[config.mk]
export PLATFORM = sky130hd
export DESIGN_NAME = lsu_arbiter
export DESIGN_NICKNAME = d
export VERILOG_FILES = /design/src/rtl/lsu_arbiter.sv
export SDC_FILE = /design/constraint.sdc
export NUM_CORES = 1
export LEC_CHECK = 0
export ABC_AREA = 1
export BUFFER_PORTS_ARGS = -buffer_cell sky130_fd_sc_hd__buf_2
export CAP_MARGIN = 20
export CORE_ASPECT_RATIO = 1.25
export CORE_MARGIN = 3
export CORE_UTILIZATION = 27
export DETAILED_ROUTE_END_ITERATION = 16
export PLACE_DENSITY_LB_ADDON = 0.08
export SYNTH_ARGS = -nofsm -noshare
export SYNTH_HDL_FRONTEND = slang
export SYNTH_SLANG_ARGS = --single-unit
[constraint.sdc]
create_clock -name clk_i -period 1.7 [get_ports clk_i]
set_input_delay 0.085 -clock clk_i [delete_from_list [all_inputs] [get_ports clk_i]]
set_output_delay 0.085 -clock clk_i [all_outputs]
set_load 0.1 [all_outputs]
[src/rtl/lsu_arbiter.sv]
// Round-robin arbiter and sequencer sharing the LSU address/store port between
// the core data port (m0) and the debug/DMA port (m1).
module lsu_arbiter #(
  parameter logic [31:0] IDLE_ADDR = 32'h0000_0000
) (
  input  logic        clk_i,
  input  logic        rst_ni,
  input  logic        m0_req_i,
  input  logic [31:0] m0_addr_i,
  input  logic [31:0] m0_wdata_i,
  input  logic        m0_we_i,
  output logic        m0_gnt_o,
  output logic        m0_rvalid_o,
  output logic [31:0] m0_rdata_o,
  input  logic        m1_req_i,
  input  logic [31:0] m1_addr_i,
  input  logic [31:0] m1_wdata_i,
  input  logic        m1_we_i,
  output logic        m1_gnt_o,
  output logic        m1_rvalid_o,
  output logic [31:0] m1_rdata_o,
  output logic [31:0] lsu_addr_o,
  output logic [31:0] lsu_st_data_o,
  output logic        lsu_st_en_o,
  input  logic [31:0] lsu_ld_data_i,
  output logic        busy_o
);

  typedef enum logic [1:0] {IDLE, ACCESS, RESP} state_e;

  state_e      r_state;
  state_e      w_next;
  logic        r_lastWinner;
  logic        r_id;
  logic        r_we;
  logic [31:0] r_addr;
  logic [31:0] r_wdata;
  logic        w_anyReq;
  logic        w_capture;
  logic        w_winner;
  logic [31:0] w_respData;

  assign w_anyReq  = m0_req_i | m1_req_i;
  assign w_capture = ((r_state == IDLE) || (r_state == RESP)) && w_anyReq;

  // m1 wins when it is the only requester, or when both ask and m0 won last
  assign w_winner  = m1_req_i & (~m0_req_i | ~r_lastWinner);

  always_ff @(posedge clk_i or negedge rst_ni) begin
    if (!rst_ni) begin
      r_state      <= IDLE;
      r_lastWinner <= 1'b1;
      r_id         <= 1'b0;
      r_we         <= 1'b0;
      r_addr       <= 32'h0;
      r_wdata      <= 32'h0;
    end else begin
      r_state <= w_next;
      if (w_capture) begin
        r_id         <= w_winner;
        r_lastWinner <= w_winner;
        r_we         <= w_winner ? m1_we_i    : m0_we_i;
        r_addr       <= w_winner ? m1_addr_i  : m0_addr_i;
        r_wdata      <= w_winner ? m1_wdata_i : m0_wdata_i;
      end
    end
  end

  always_comb begin
    w_next = r_state;
    case (r_state)
      IDLE:    w_next = w_anyReq ? ACCESS : IDLE;
      ACCESS:  w_next = RESP;
      RESP:    w_next = w_anyReq ? ACCESS : IDLE;
      default: w_next = IDLE;
    endcase
  end

  assign w_respData = r_we ? 32'h0 : lsu_ld_data_i;

  // The LSU sees a safe data-memory address and no store outside ACCESS
  always_comb begin
    m0_gnt_o      = 1'b0;
    m1_gnt_o      = 1'b0;
    m0_rvalid_o   = 1'b0;
    m1_rvalid_o   = 1'b0;
    m0_rdata_o    = 32'h0;
    m1_rdata_o    = 32'h0;
    lsu_addr_o    = IDLE_ADDR;
    lsu_st_data_o = 32'h0;
    lsu_st_en_o   = 1'b0;
    busy_o        = 1'b0;
    case (r_state)
      ACCESS: begin
        busy_o        = 1'b1;
        lsu_addr_o    = r_addr;
        lsu_st_data_o = r_wdata;
        lsu_st_en_o   = r_we;
        m0_gnt_o      = ~r_id;
        m1_gnt_o      = r_id;
      end
      RESP: begin
        busy_o = 1'b1;
        if (r_id) begin
          m1_rvalid_o = 1'b1;
          m1_rdata_o  = w_respData;
        end else begin
          m0_rvalid_o = 1'b1;
          m0_rdata_o  = w_respData;
        end
      end
      default: ;
    endcase
  end

endmodule

* After elaboration in Yosys (flattened, before gate mapping) *
Cells that the tools add are included.

storage, ports and cells
  output and inout port bits = 134
  bits in registers = 69
  input bits = 166

operators by class
  multiplexer cells = 20
  eq/ne operators = 2
  reductions and logical operators = 5
  bitwise logic cells = 6

operators with widths
  kind                                                                   number
  32-bit 2-to-1 mux                                                      9
  1-bit 2-to-1 mux                                                       10
  2-bit case mux with 2 select lines                                     1
  2-bit OR reduction                                                     2
  1-bit NOT                                                              3
  2-bit by 1-bit equality test with 1-bit output, second input constant  1
  2-bit equality test, second input constant                             1
  2-bit zero test                                                        1
  1-bit bitwise OR                                                       2
  1-bit bitwise AND                                                      1
  1-bit logical AND                                                      1
  1-bit logical OR                                                       1

* Logic depth before layout (Yosys ltp) *
Gate-level depths: netlist (run 1).

  depth in word-level cells = 4
  gate-level depth with buffers = 9

* Least setup slack after synthesis (run 1) *
Ideal clock, no wire load.

  path type = register to output
  start = register r_state[0]
  end = output m0_rdata_o[10]
  arrival = 2.244 ns
  stages on the path, launching flop included = 6
  slack = -0.629 ns
  cell sequence = dfrtp_1 inv_1 ha_1 nand2_1 buf_1 nor2_1

between the ends
  longest elaborated chain between the ends = 2

ends and longest elaborated chain
  element                 RTL line  text
  from (decl)             31        state_e r_state;
  from (signal assigned)  58        r_state <= w_next;
  2-bit equality test     93        case (r_state)
  32-bit 2-to-1 mux       93
  to (decl)               14        output logic [31:0] m0_rdata_o,

Every way passes these cells.

* Final worst setup path (run 1) *
  start = register r_state[0]
  end = output m0_rdata_o[2]

Same word-level chain as after synthesis.

==> key figures, run 1 <==
Floorplan
  • Die ar.: 19570 µm²
  • Core Region: 17500 µm²
  • Starting Density: ~28%
  • Die width: 125.7 µm
  • Boundary Pins: 300
  • Row cnt: 54
  • DIE HEIGHT: 155.7 µm

Critical path
  • Worst EP required: 1.62 ns
  • Worst Path Buf+Inv: 3
  • Crit end category: primary output
  • Critical R2R Launch: r_state[1]
  • Crit path cell chain: inv_2 -> ha_4 -> nand2_8 -> clkbuf_16 -> nor2_4 -> buf_12
  • Crit-path slowest cell: dfrtp_1
  • Arrival time worst endpoint: 1.65 ns
  • Crit path largest cell delay: 0.40 ns
  • Crit path from: r_state[0]
  • CP top delay family: buffers and inverters
  • FF-to-FF End: r_addr[16]
  • R2r worst-path depth: 8
  • Worst R2R Setup Slack: roughly 0.16 ns
  • Crit path kind: reg -> out
  • CP startpoint kind: flip-flop
  • CP max FO: 9

Synth
  • Synth unique cells: 14
  • Synth Warn #: 0
  • EDFF count, synth: 0
  • FF+latch count, synth: around 70
  • Synth top area cells: dfrtp_1 35%, nand2_1 23%, inv_1 16%, nand3_1 13%, nor2_1 5.3%
  • Share of the synthesized area in the top cell type: roughly a third
  • Most frequent cell after synthesis: nand2_1
  • FFs w/ async S/R, synth: 100.0%
  • Most frequently used flop master after synthesis: dfrtp_1
  • Post-Syn Area: 4838 µm²
  • Syn nets: 1002
  • Post-synth top cells: 301 x nand2_1, 204 x inv_1, 130 x nand3_1
  • Leading area contributor after synthesis: dfrtp_1
  • Syn Inst Count: roughly 830
  • Mean post-synth cell area: 5.822 µm²
  • Seq/Total Area, Yosys: between 30% and 40%

Worst hold path
  • Min-Delay Path Class: in -> reg
  • Hold depth: 5
  • Hold Path Origin: m0_wdata_i[6]
  • Hold Path End: r_wdata[6]

Detailed routing
  • Vias/cell: 4.334
  • Routed length per placed instance: ~14 µm
  • Starting DRC count in detailed routing: 345
  • Routed via count: slightly below 6000
  • Pre-antenna DRT Iters: 4
  • DRC viols: 0
  • Routed Antenna Nets: 0
  • DRT Wirelength: 19.30 mm

Clock network
  • CTS tree: yes
  • # H-tree levels: 3
  • Clock tree buffer depth: 2
  • Root buffer selected by CTS: clkbuf_16
  • Clk pin slew, worst setup/hold paths: 0.06 ns
  • Worst skew pair latency: 0.33 ns
  • TritonCTS buffer count: 9
  • Num Clock Sinks: 69

STA
  • Tcrit/Tclk final: 102.3%
  • RSZ-0062 raised after global routing: yes
  • Final hold slack: about 0.047 ns
  • Fmax: 575.1 MHz
  • Fin Setup TNS: -0.4935 ns
  • Worst-Margin Slew: 0.5772 ns
  • Hold Vio Cnt, Final: 0
  • Worst Slack Setup Final: -0.03893 ns
  • Period minus WS final: 1.739 ns
  • Rel. slew slack: between 60% and 70%
  • Final setup fails: 40
  • Pins Over Slew Limit: 0
  • Max Clock Skew: between 0.007 and 0.008 ns

Job
  • Number of max-cap violations: 0

Pwr
  • Final Power: 20.42 mW
  • Pwr Density: 2068 nW/µm²
  • Leakage power: roughly 5 nW
  • Maximum vdd drop: 0.001197 V

Global route
  • Overflow after GRT: 0
  • Initial antenna violation count: 1
  • First-pass GRT wire length: 29.99 mm
  • Total track usage: 19.03%
  • Vias in the first global route: 5498
  • Largest net degree at the start of global routing: 66

Placement
  • GPL Wtd Cong: 0.8391
  • Port bufs: 299
  • Setup WS pre-CTS: approximately 0.054 ns
  • Placed insts: 1324
  • Detail Placement HPWL: ~15 mm

Status
  • Failing checks: negative setup slack
  • Status: complete, but fails checks

Layout
  • Area grow syn2layout: 104.1%
  • Final #Nets: 1287
  • Proportion of layout cells with a drive suffix above 1: 44.64%
  • Filler cell count: 1632
  • Final Instance Count excl. Fillers: 1345
==> how the worst max path moves through the flow <==
stage	end	depth (start not counted)
after floorplan	m0_rdata_o[10]	5
after global placement	r_wdata[10]	7
after detailed placement	r_addr[10]	7
after CTS	m0_gnt_o	6
after global routing	m0_rdata_o[2]	6
final	m0_rdata_o[2]	6
==> sequential cells by signal, summed over array words and instances, names as in the netlist <==
signal,cells
r_wdata,32
r_state,2
r_we,1
r_addr,32
r_lastWinner,1
r_id,1
==> repair_timing <==
action,in CTS,in global routing
hold endpoints to repair,26,0
pin swaps,2,9
setup buffers,2,0
gates resized for setup,20,50
hold buffers,1,0
setup endpoints to repair,119,131
cloned,0,2
==> power breakdown <==
group          total [mW]  switching [mW]  internal, mW  leakage (nW)
logic                15.2            10.2          5.03          4.13
registers            3.02           0.508          2.51         0.831
clock network        2.21           0.736          1.47         0.165
total                20.4            11.4          9.01          5.12
==> logic make-up (layout without fill, tap and decap cells) <==
logic type	Yosys count	count (layout)	share of synthesized area, %
buf+inv	256	545	20.69
flops	69	69	35.71
fa+ha+maj	5	5	1.293
other cells	0	1	0
simple gates	500	500	42.20
compound gates	1	1	0.1033
==> layout make-up <==
type                    instances  area, µm²  area share (%)
clock inverters                 5      106.4           1.077
repair buffers                325       3939           39.89
flip-flops and latches         69       1729           17.51
well taps                     224      280.3           2.838
diodes                          1      2.502         0.02534
clock buffers                  10      239.0           2.420
inverters                     205      882.1           8.933
multi-input cells             506       2696           27.31
==> layout by cell type (no fill, tap or decap) <==
cell type,n
diode_2,1
clkinvlp_4,31
buf_4,9
inv_6,1
nor2_1,2
dfrtp_2,1
ha_1,3
dlygate4sd3_1,1
nand2_2,19
inv_2,39
buf_16,1
ha_4,2
nand2_1,280
nand3_1,130
dfstp_2,1
nand2_4,1
clkbuf_16,11
nor2_2,2
buf_2,164
clkbuf_8,1
o21ai_0,1
nand2_8,1
buf_12,148
dfrtp_1,67
bufinv_16,3
inv_1,136
nor2_4,65
==> routing by layer <==
metal  global-route usage [%]  wire length (µm)
met1                    23.38              7700
met2                    33.68             10060
met3                    4.658              1253
met4                    4.599               278
met5                        0                 0
==> per-stage QoR <==
step	util, %	cell area, µm²
6_report	56.43	9874
5_1_grt	56.43	9874
4_1_cts	55.83	9771
3_5_place_dp	53.31	9329
3_3_place_gp	53.31	9329
2_1_floorplan	-	5429
==> tightest hold or removal path: stages <==
cell,delay (ns)
buf_2,0.07
inv_1,0.03
nand2_1,0.05
nand3_1,0.05
nand2_1,0.05
Note: power is estimated with default switching activity, not from simulation.
==> run 2, diff against run 1 <==
==> constraint.sdc (replaced) <==
create_clock -name clk_i -period 1.7 [get_ports clk_i]
set_input_delay 0.17 -clock clk_i [delete_from_list [all_inputs] [get_ports clk_i]]
set_output_delay 0.17 -clock clk_i [all_outputs]
set_load 0.1 [all_outputs]
==> key figures, run 2 (synthesis results as in run 1) <==
Detailed routing
  • Routed via count: 5970
  • Vias/cell: 4.390
  • DR top layer: met4
  • WL met3: 1.457 mm
  • Pre-antenna DRT Iters: 4
  • Routed length per placed instance: 14.61 µm
  • Starting DRC count in detailed routing: 134
  • Routed Antenna Nets: 0
  • DRT Wirelength: 19.87 mm
  • WL met1: 7.696 mm
  • DRC viols: 0
  • Met2 Routed Length: 10.33 mm

Pwr
  • Pwr Density: 2061 nW/µm²
  • Leakage power: 5.071 nW
  • Maximum vdd drop: roughly 0.00092 V

STA
  • Max Clock Skew: 0.007824 ns
  • Worst-Margin Slew: roughly 0.48 ns
  • Rel. slew slack: about 70%
  • Fmax: 542.2 MHz
  • Worst Slack Setup Final: -0.1442 ns
  • Final setup fails: 131
  • Final hold slack: 0.1277 ns
  • Period minus WS final: between 1.5 and 2 ns
  • Fin Setup TNS: -12.45 ns
  • Hold Vio Cnt, Final: 0
  • RSZ-0062 raised after global routing: yes
  • Pins Over Slew Limit: 0
  • Tcrit/Tclk final: 108.5%

Global route
  • Vias in the first global route: between 5000 and 6000
  • Initial antenna violation count: 1
  • Total track usage: between 10% and 20%
  • Largest net degree at the start of global routing: between 40 and 50
  • Overflow after GRT: 0
  • First-pass GRT wire length: 30.27 mm

Critical path
  • CP max FO: 7
  • Crit path kind: reg -> out
  • Worst EP required: 1.53 ns
  • CP startpoint kind: flip-flop
  • Arrival time worst endpoint: around 1.7 ns
  • Crit end category: primary output

Floorplan
  • Die ar.: 19570 µm²
  • DIE HEIGHT: 155.7 µm
  • Boundary Pins: 300
  • Row cnt: 54
  • Core Region: ~17000 µm²
  • Die width: between 100 and 150 µm
  • Starting Density: 27.65%

Layout
  • Most frequent cells in the layout: 243 x nand2_1, 164 x buf_2, 144 x buf_12
  • Area grow syn2layout: 113.6%
  • Finished Core Util: between 50% and 60%
  • Final #Nets: 1301
  • Proportion of layout cells with a drive suffix above 1: 48.72%
  • Most common cell after layout, fill and taps aside: nand2_1
  • Regs by FF count: r_addr (32), r_wdata (32), r_state (2)

Job
  • Number of max-cap violations: 0

Clock network
  • # H-tree levels: 3
  • Num Clock Sinks: 69
  • Clock tree buffer depth: 2
  • Clk pin slew, worst setup/hold paths: 0.06 ns
  • CTS tree: yes
  • Root buffer selected by CTS: clkbuf_16
  • TritonCTS buffer count: 9
  • Worst skew pair latency: 0.33 ns

Placement
  • Detail Placement HPWL: ~15 mm
  • Setup WS pre-CTS: 0.04300 ns
  • GPL Wtd Cong: 0.8388
  • Port bufs: between 200 and 300

Status
  • Failing checks: negative setup slack
  • Status: complete, but fails checks

Worst hold path
  • Min-Delay Path Class: in -> reg
run 2: changes by cell type in the layout (fill, tap and decap cells not counted), moves of 3 or more:
cell,previous run,this run
clkbuf_16,11,14
buf_4,9,15
nand2_2,19,56
buf_6,0,4
buf_12,148,144
nand2_1,280,243
clkinvlp_4,31,61
buf_16,1,6
inv_2,39,9
run 2: through the flow:
step,cells,instance area [µm²],total power [mW]
2_1_floorplan,831,5573,12.75
4_1_cts,1353,10160,21.20
6_report,1360,10330,21.29
5_1_grt,1360,10330,22.31
3_5_place_dp,1327,9459,18.12
3_3_place_gp,1327,9459,18.08
run 2: power by group:
part,switching [mW],total [mW],internal (mW)
Combinational,10.6,16.0,5.44
Clock,0.722,2.24,1.52
Sequential,0.546,3.06,2.51
run 2: worst paths after layout:
path                                     start        endpoint  slack [ns]  cells past startpoint
worst max-delay path                r_state[0]  m1_rdata_o[26]       -0.14                      6
worst min-delay path            m0_wdata_i[29]     r_wdata[29]        0.13                      5
worst max register to register      r_state[0]      r_addr[17]        0.11                      8
worst min register to register    r_lastWinner    r_lastWinner        0.47                      2
max in group asynchronous               rst_ni      r_addr[10]        0.79                      3
min in group asynchronous               rst_ni     r_wdata[12]        0.33                      2
run 2: worst max-delay path: stages, from the launching register on:
cell       delay, ns
dfrtp_1         0.41
inv_2           0.10
ha_4            0.21
nand2_8         0.13
clkbuf_16       0.21
nor2_4          0.10
buf_12          0.18
run 2: what timing repair did:
action / CTS / global route
hold endpoints to repair: 29 / 0
buffers inserted: 5 / 1
pin swaps: 8 / 24
hold buffers: 1 / 0
cloned: 4 / 5
endpoints found under the setup margin: 131 / 137
resized for setup: 75 / 8
run 2: area by class of cell:
cell class / instances / area [µm²]
Fill cell: 1618 / 7166
Timing Repair Buffer: 339 / 4161
Multi-Input combinational cell: 506 / 2805
Sequential cell: 69 / 1728
Inverter: 205 / 997.2
Tap cell: 224 / 280.3
Clock buffer: 11 / 252.7
Clock inverter: 5 / 106.4
Antenna cell: 1 / 2.502
run 2: layer usage:
layer | global-route usage [%] | vias to the layer above
met5 | 0 | -
met3 | 4.110 | 21
met1 | 23.04 | 2740
li1 | - | 2993
met2 | 34.55 | 216
met4 | 6.081 | 0
==> run 3, diff against run 2 <==
--- a/config.mk
+++ b/config.mk
@@ -13,6 +13,7 @@
 export CORE_UTILIZATION = 27
 export DETAILED_ROUTE_END_ITERATION = 16
 export PLACE_DENSITY_LB_ADDON = 0.08
+export SLEW_MARGIN = 40
 export SYNTH_ARGS = -nofsm -noshare
 export SYNTH_HDL_FRONTEND = slang
 export SYNTH_SLANG_ARGS = --single-unit
==> constraint.sdc (replaced) <==
create_clock -name clk_i -period 1.55 [get_ports clk_i]
set_input_delay 0.155 -clock clk_i [delete_from_list [all_inputs] [get_ports clk_i]]
set_output_delay 0.155 -clock clk_i [all_outputs]
set_load 0.1 [all_outputs]
==> key figures, run 3 (synthesis results as in run 1) <==
Placement
  • Setup WS pre-CTS: 0.002772 ns
  • Area post-placement: 9642 µm²
  • Placed insts: 1336
  • Detail Placement HPWL: roughly 15 mm
  • Port bufs: approximately 300
  • GPL Wtd Cong: 0.8194

Global route
  • Largest net degree at the start of global routing: 42
  • Initial antenna violation count: 1
  • First-pass GRT wire length: 30.59 mm
  • Overflow after GRT: 0
  • Vias in the first global route: 5608
  • Total track usage: about a fifth

Floorplan
  • Boundary Pins: 300
  • Row cnt: 54
  • Die ar.: 19570 µm²
  • Starting Density: between 20% and 30%
  • Core Region: 17500 µm²
  • Die width: 125.7 µm
  • DIE HEIGHT: 155.7 µm

Detailed routing
  • Vias/cell: 4.272
  • DRT Wirelength: 19.17 mm
  • Pre-antenna DRT Iters: 5
  • Routed length per placed instance: 14.07 µm
  • Starting DRC count in detailed routing: 353
  • DRC viols: 0
  • Routed via count: 5819
  • Routed Antenna Nets: 0

STA
  • Pins Over Slew Limit: 0
  • Hold Vio Cnt, Final: 0
  • Period minus WS final: 1.819 ns
  • Worst Slack Setup Final: -0.2690 ns
  • Worst-Margin Slew: 0.3733 ns
  • Fmax: 549.8 MHz
  • Rel. slew slack: about three quarters
  • Tcrit/Tclk final: 117.4%
  • RSZ-0062 raised after global routing: yes
  • Fin Setup TNS: -25.53 ns
  • Max Clock Skew: 0.01002 ns
  • Final setup fails: 156

Layout
  • Finished Cell Area: 10350 µm²
  • Proportion of layout cells with a drive suffix above 1: 49.43%
  • Most frequent cells in the layout: 235 x nand2_1, 164 x buf_2, 148 x buf_12
  • Final #Nets: 1303
  • Filler cell count: between 1500 and 2000
  • Final Instance Count excl. Fillers: 1362
  • Area grow syn2layout: 113.9%
  • Multi-input logic area: roughly 2900 µm²
  • Total area of sequential cells: roughly 1700 µm²
  • Regs by FF count: r_addr (32), r_wdata (32), r_state (2)
  • Most common cell after layout, fill and taps aside: nand2_1

Pwr
  • Pwr Density: 2262 nW/µm²
  • Maximum vdd drop: 0.001545 V
  • Leakage power: 5.094 nW

Clock network
  • Clk pin slew, worst setup/hold paths: about 0.060 ns
  • Clock tree buffer depth: 2
  • # H-tree levels: 3
  • Root buffer selected by CTS: clkbuf_16
  • CTS tree: yes
  • Num Clock Sinks: 69
  • TritonCTS buffer count: 9
  • Worst skew pair latency: 0.33 ns

Status
  • Status: complete, but fails checks
  • Failing checks: negative setup slack

Critical path
  • Crit path kind: reg -> out
  • Worst EP required: 1.39 ns
  • Crit path top cell by count: buf_12
  • Crit end category: primary output
  • Worst Path Buf+Inv: 5
  • Crit-path slowest cell: dfrtp_1
  • CP max FO: 6
  • Crit path largest cell delay: slightly below 0.4 ns
  • CP top delay family: buffers and inverters
  • CP startpoint kind: flip-flop
  • Arrival time worst endpoint: 1.66 ns
  • Crit path cell chain: buf_6 -> ha_4 -> buf_12 -> buf_16 -> nand2_4 -> clkinvlp_4 -> buf_12

Job
  • Number of max-cap violations: 0

Worst hold path
  • Min-Delay Path Class: in -> reg
==> run 3: changes by cell type in the layout (fill, tap and decap cells not counted), moves of 2 or more <==
cell / change
buf_12: +4
buf_16: -4
inv_2: -7
clkbuf_16: -3
nand2_8: -2
nor2_2: +2
clkinvlp_4: +5
nand2_2: -3
buf_8: +3
nor2_4: -2
nand2_1: -8
nand2_4: +13
==> run 3: worst paths after layout <==
path,cells after the start,slack [ns],end,start
setup / recovery,7,-0.27,lsu_addr_o[6],r_state[0]
hold / removal,5,0.12,r_wdata[6],m0_wdata_i[6]
setup reg to reg,9,-0.06,r_addr[10],r_state[0]
hold reg to reg,2,0.47,r_lastWinner,r_lastWinner
max in group asynchronous,3,0.72,r_lastWinner,rst_ni
min in group asynchronous,2,0.27,r_wdata[8],rst_ni
==> run 3: metrics by stage <==
stage | utilization, % | hold WS (ns) | total power [mW]
floorplan | - | -0.1406 | 14.38
global placement | 55.10 | 0.1071 | 20.09
detailed placement | 55.10 | 0.1077 | 20.17
CTS | 58.09 | 0.1084 | 23.09
global route | 59.13 | 0.1258 | 24.59
finish | 59.13 | 0.1171 | 23.41
==> run 3: per-layer routing <==
layer / up-vias / track usage (%) / wire length (µm)
met5: - / 0 / 0
met4: 0 / 3.475 / 205
met3: 15 / 5.068 / 1442
met2: 218 / 33.89 / 9955
met1: 2586 / 23.87 / 7567
li1: 3000 / - / -
==> run 3: area by class of cell <==
cell class | count | share of cell area [%]
Antenna cell | 1 | 0.02418
Tap cell | 224 | 2.709
Clock buffer | 12 | 2.576
Sequential cell | 69 | 16.70
Inverter | 205 | 9.855
Multi-Input combinational cell | 506 | 27.57
Clock inverter | 4 | 0.7497
Timing Repair Buffer | 341 | 39.82
==> run 3: report_power, final <==
group | internal, mW | leakage [nW] | switching (mW)
clock | 1.55 | 0.169 | 0.791
sequential | 2.75 | 0.832 | 0.680
combinational | 6.08 | 4.09 | 11.5
==> run 3: what timing repair did <==
| action | CTS | global route |
|---|---|---|
| hold endpoints to repair | 24 | 0 |
| pin swaps | 0 | 1 |
| buffers inserted | 1 | 3 |
| setup endpoints to repair | 133 | 200 |
| gates resized for setup | 30 | 35 |
| gates cloned | 2 | 2 |
| hold buffers | 1 | 0 |
==> run 3: worst reg2reg max path: stages (launching register included) <==
cell     delay, ns
dfrtp_1       0.39
inv_1         0.12
buf_4         0.13
ha_1          0.15
nor2_2        0.05
nor2_4        0.19
buf_4         0.16
buf_8         0.16
nand3_1       0.12
nand2_1       0.08
